<file path="config.mk">
export PLATFORM = sky130hd
export DESIGN_NAME = glycemic_calc_scheduler
export DESIGN_NICKNAME = d
export VERILOG_FILES = /design/src/rtl/glycemic_calc_scheduler.sv
export SDC_FILE = /design/constraint.sdc
export NUM_CORES = 1
export LEC_CHECK = 0
export BUFFER_PORTS_ARGS = -buffer_cell sky130_fd_sc_hd__clkbuf_2
export CELL_PAD_IN_SITES_DETAIL_PLACEMENT = 1
export CELL_PAD_IN_SITES_GLOBAL_PLACEMENT = 1
export CORE_MARGIN = 2
export CORE_UTILIZATION = 34
export CTS_CLUSTER_SIZE = 20
export DETAILED_ROUTE_END_ITERATION = 7
export PLACE_DENSITY_LB_ADDON = 0.15
export SLEW_MARGIN = 25
export SYNTH_ARGS = -nofsm -noshare
export SYNTH_HDL_FRONTEND = slang
export SYNTH_SLANG_ARGS = --single-unit
</file>
<file path="constraint.sdc">
create_clock -name clk -period 2.4 [get_ports clk]
set_clock_uncertainty 0.1 [all_clocks]
set_input_delay 0.24 -clock clk [delete_from_list [all_inputs] [get_ports clk]]
set_output_delay 0.24 -clock clk [all_outputs]
set_load 0.05 [all_outputs]
</file>
<file path="src/rtl/glycemic_calc_scheduler.sv">
// Round-robin scheduler that time-shares one combinational glycemic-index
// calculator between N_CH patient sensor channels. A granted channel's sample
// is registered onto the calculator input and held for SETTLE cycles. The
// index is then captured and offered on a valid/ready response port, together
// with the channel number and an alarm flag.
module glycemic_calc_scheduler #(
  parameter int         N_CH     = 4,
  parameter int         SETTLE   = 2,
  parameter logic [3:0] ALARM_TH = 4'd12,
  localparam int        CH_W     = (N_CH > 1) ? $clog2(N_CH) : 1
) (
  input  logic                clk,
  input  logic                rst_n,
  input  logic [N_CH-1:0]     req,
  input  logic [8*N_CH-1:0]   sensorData,
  output logic [N_CH-1:0]     grant,
  output logic [7:0]          calcBloodSensor,
  input  logic [3:0]          calcGlycemicIndex,
  output logic                respValid,
  input  logic                respReady,
  output logic [CH_W-1:0]     respCh,
  output logic [3:0]          respIndex,
  output logic                respAlarm,
  output logic                busy
);

  localparam int CNT_W = (SETTLE > 1) ? $clog2(SETTLE) : 1;

  typedef enum logic [1:0] {
    ST_IDLE   = 2'd0,
    ST_SETTLE = 2'd1,
    ST_RESP   = 2'd2
  } state_t;

  state_t            r_state;
  logic [CNT_W-1:0]  r_cnt;
  logic [CH_W-1:0]   r_last;
  logic [N_CH-1:0]   r_grant;
  logic [7:0]        r_sample;
  logic              r_valid;
  logic [CH_W-1:0]   r_ch;
  logic [3:0]        r_index;
  logic              r_alarm;
  logic              r_busy;

  logic [CH_W-1:0]   w_idx;
  logic [CH_W-1:0]   w_sel;
  logic              w_any;
  logic [7:0]        w_data;

  // Pick the first requester above the last served channel, wrapping around;
  // scanning from the farthest offset down lets the nearest one win.
  always_comb begin
    w_idx = '0;
    w_sel = '0;
    w_any = 1'b0;
    for (int k = N_CH; k >= 1; k--) begin
      w_idx = CH_W'((int'(r_last) + k) % N_CH);
      if (req[w_idx]) begin
        w_sel = w_idx;
        w_any = 1'b1;
      end else begin
        w_sel = w_sel;
      end
    end
  end

  // Route the selected channel's sample byte toward the calculator register.
  always_comb begin
    w_data = 8'h00;
    for (int i = 0; i < N_CH; i++) begin
      if (w_sel == CH_W'(i)) begin
        w_data = sensorData[i*8 +: 8];
      end else begin
        w_data = w_data;
      end
    end
  end

  // Scheduler FSM: arbitrate in IDLE, hold the calculator input while it
  // settles, then keep the captured response until the consumer takes it.
  always_ff @(posedge clk or negedge rst_n) begin
    if (!rst_n) begin
      r_state  <= ST_IDLE;
      r_cnt    <= '0;
      r_last   <= CH_W'(N_CH - 1);
      r_grant  <= '0;
      r_sample <= 8'h00;
      r_valid  <= 1'b0;
      r_ch     <= '0;
      r_index  <= 4'd0;
      r_alarm  <= 1'b0;
      r_busy   <= 1'b0;
    end else begin
      case (r_state)
        ST_IDLE: begin
          if (w_any) begin
            r_grant  <= {{(N_CH-1){1'b0}}, 1'b1} << w_sel;
            r_sample <= w_data;
            r_ch     <= w_sel;
            r_last   <= w_sel;
            r_cnt    <= CNT_W'(SETTLE - 1);
            r_busy   <= 1'b1;
            r_state  <= ST_SETTLE;
          end else begin
            r_grant  <= '0;
            r_state  <= ST_IDLE;
          end
        end
        ST_SETTLE: begin
          r_grant <= '0;
          if (r_cnt == '0) begin
            r_index <= calcGlycemicIndex;
            r_alarm <= (calcGlycemicIndex >= ALARM_TH);
            r_valid <= 1'b1;
            r_state <= ST_RESP;
          end else begin
            r_cnt   <= r_cnt - 1'b1;
          end
        end
        ST_RESP: begin
          r_grant <= '0;
          if (respReady) begin
            r_valid <= 1'b0;
            r_busy  <= 1'b0;
            r_state <= ST_IDLE;
          end else begin
            r_state <= ST_RESP;
          end
        end
        default: begin
          r_grant <= '0;
          r_valid <= 1'b0;
          r_busy  <= 1'b0;
          r_state <= ST_IDLE;
        end
      endcase
    end
  end

  assign grant           = r_grant;
  assign calcBloodSensor = r_sample;
  assign respValid       = r_valid;
  assign respCh          = r_ch;
  assign respIndex       = r_index;
  assign respAlarm       = r_alarm;
  assign busy            = r_busy;

endmodule

</file>
==> reports/metrics.cfg <==
[run_status]
status = complete, no violations

[synth]
yosysUniqueCellTypes = 35
synthFlopType = dfrtp_1
syn-cell-area_sq_mm = 0.00141
synth_nets = 171
syn_area_per_cell_sq_um = 11.0
synth-seq-cells = 26
seq_area_frac_synth_pct = 46.3
synth_edf_count = 0
ys_async_sr_fraction_pct = 100
syn_inst = 128
yosys_warnings = 0

[grt]
grt_use_total_pct = 18.5
grt_max_degree = 27
grtUsageMet3_pct = 2.96
first_global_vias = 1337
met1_usage_pct = 23.0
gr-total-overflow = 0
antenna_found_initial = 0
grt_use_met2_pct = 31.7
grt_pass1_wl_microns = 6330
top_usage_layer = met2

[critical_path]
rr_worst_depth = 5
crit_required_ns = 2.49
r2r_end = calcBloodSensor[7]
cp-end-kind = register
crit_arrival_ns = 2.21
crit_start = r_last[0]
worst-r2r-setup-slack_ns = 0.29
critPathMaxFanout = 10
crit_type = reg2reg
rr_startpoint = r_last[0]
startpoint_type = register

[power]
seqPwrFrac_pct = 30.8
sw_frac_of_total_pct = 53.3
p_leak_nw = 0.878
p_int_mw = 1.22
irDropWorstVdd_mv = 0.418
power_frac_comb_pct = 59.2
p_switching_mw = 1.39
clkPwrFrac_pct = 10.0
power_mw = 2.61
power_density_mw_per_mm2 = 1450

[floorplanning]
io_pins = 64
rows = 23
start_util_pct = 35.3
fp.dieH_microns = 68.4
dieWidth_microns = 68.4
core-area_sq_mm = 0.00400
design.die.area_sq_mm = 0.00468

[placement]
hpwl_microns = 2980
io_buffer_count = 63
gp_congestion = 0.765

[drt]
ant_nets = 0
routed_wl_microns = 3830
drcViolationCount = 0
wl_per_cell_microns = 15.8
drtIter0Drc = 62
viasPerCell = 5.04
dr.pass1.iters = 4
vias = 1219

[sta]
post-route-min-period_ns = 2.11
rsz0062_at_grt = false
post-route-period-util_pct = 88.1
setup_tns_ns = 0
hold_viol = 0
tightestPinTransition_ns = 0.786
final_max_slew_viol_count = 0
fmax_mhz = 473
relSlewSlack_pct = 47.3
setup_violations = 0

[final_layout]
multi_input_area_sq_um = 667
nNetsFinal = 236
final_common_cell = clkbuf_2
drive_gt1_share_pct = 47.9
register_area_sq_um = 653
area_growth_pct = 27.4
diodes = 0
fillCellCount = 467
layout_common_cells = 63 x clkbuf_2, 24 x dfrtp_1, 17 x nor2_1, 12 x inv_1, 12 x a211oi_2

[clock_tree]
clkSinkCount = 26
insertion_delay_ns = 0.27
cts-buffers-inserted = 3
cts_buffer_depth = 2
clk_pin_slew_ns = 0.09
cts_root_buffer = clkbuf_8
cts_tree = yes
h-tree-depth = 1

[worst_hold_path]
min_from = calcGlycemicIndex[1]
holdCritPathClass = in2reg
worstHoldEndpoint = respIndex[1]
holdPathStages = 2

[flow_run]
drv_cap = 0

==> cell families (layout without fill, tap and decap cells) <==
logic type	Yosys count	after routing	synth area share [%]
buf+inv	16	80	6.47
flops	26	26	46.3
simple gates	34	34	13.4
compound gates	40	40	25.0
mux	12	12	8.87
==> synth_stat cells, drive strengths merged (4+ instances only) <==
master	count	share of area, %
mux2i	8	5.7
a211oi	17	13
a31oi	8	3.5
inv	12	3.2
nor2	18	5.0
o21ai	5	2.8
dfrtp	24	43
mux2	4	3.2
==> cell type report <==
type | count | share of cell area [%]
tap | 50 | 3.48
sequential | 26 | 36.3
timing repair buffer | 64 | 18.1
multi-input combinational | 86 | 37.1
clock buffer | 4 | 2.51
inverter | 12 | 2.51
==> worst max path at each step <==
stage	endpoint	slack [ns]	cells after the start
2_1_floorplan	calcBloodSensor[4]	0.72	7
3_3_place_gp	calcBloodSensor[1]	0.32	5
3_5_place_dp	calcBloodSensor[7]	0.27	4
4_1_cts	calcBloodSensor[7]	0.26	4
5_1_grt	calcBloodSensor[5]	0.06	4
6_report	calcBloodSensor[7]	0.29	5
==> power groups by stage <==
| stage | combinational [mW] | sequential (mW) | clock [mW] |
|---|---|---|---|
| global route | 1.68 | 0.838 | 0.288 |
| detailed placement | 1.57 | 0.817 | 0 |
| CTS | 1.57 | 0.807 | 0.268 |
| finish | 1.55 | 0.804 | 0.262 |
| global placement | 1.53 | 0.802 | 0 |
| floorplan | 0.698 | 1.35 | 0 |
==> stage by stage <==
stage	std cells	cell area (sq um)	hold WS [ns]	util [%]	setup slack [ns]
after floorplan	128	1410	-0.156	-	0.725
after global placement	237	1740	0.193	43.6	0.323
after detailed placement	237	1740	0.212	43.6	0.267
after CTS	242	1800	0.0772	44.9	0.262
after global routing	242	1800	0.0839	44.9	0.0607
final	242	1800	0.0775	44.9	0.287
==> state kept, by name (all words and copies together), names as in the netlist <==
signal and count:
respValid 1, r_last 2, respIndex 4, respAlarm 1, r_cnt 1, r_state 2, grant 4, busy 1
calcBloodSensor 8, respCh 2
==> worst max-delay path: stages, from the launching register on <==
cell	delay, ns
dfstp_2	0.58
nand2b_1	0.15
a21o_1	0.36
nand3_2	0.38
mux2i_1	0.23
a211oi_2	0.24
==> what timing repair did <==
item | 4_1_cts | 5_1_grt
buffers inserted | 0 | 0
hold buffers | 1 | 0
endpoints found under the hold margin | 24 | 0
resized for setup | 0 | 0
==> metal layers <==
metal,part of all wire [%],vias to the layer above
met5,0,-
met4,1.8,0
met3,5.7,5
met2,49,44
met1,44,576
li1,-,594
Note: power is estimated with default switching activity, not from simulation.
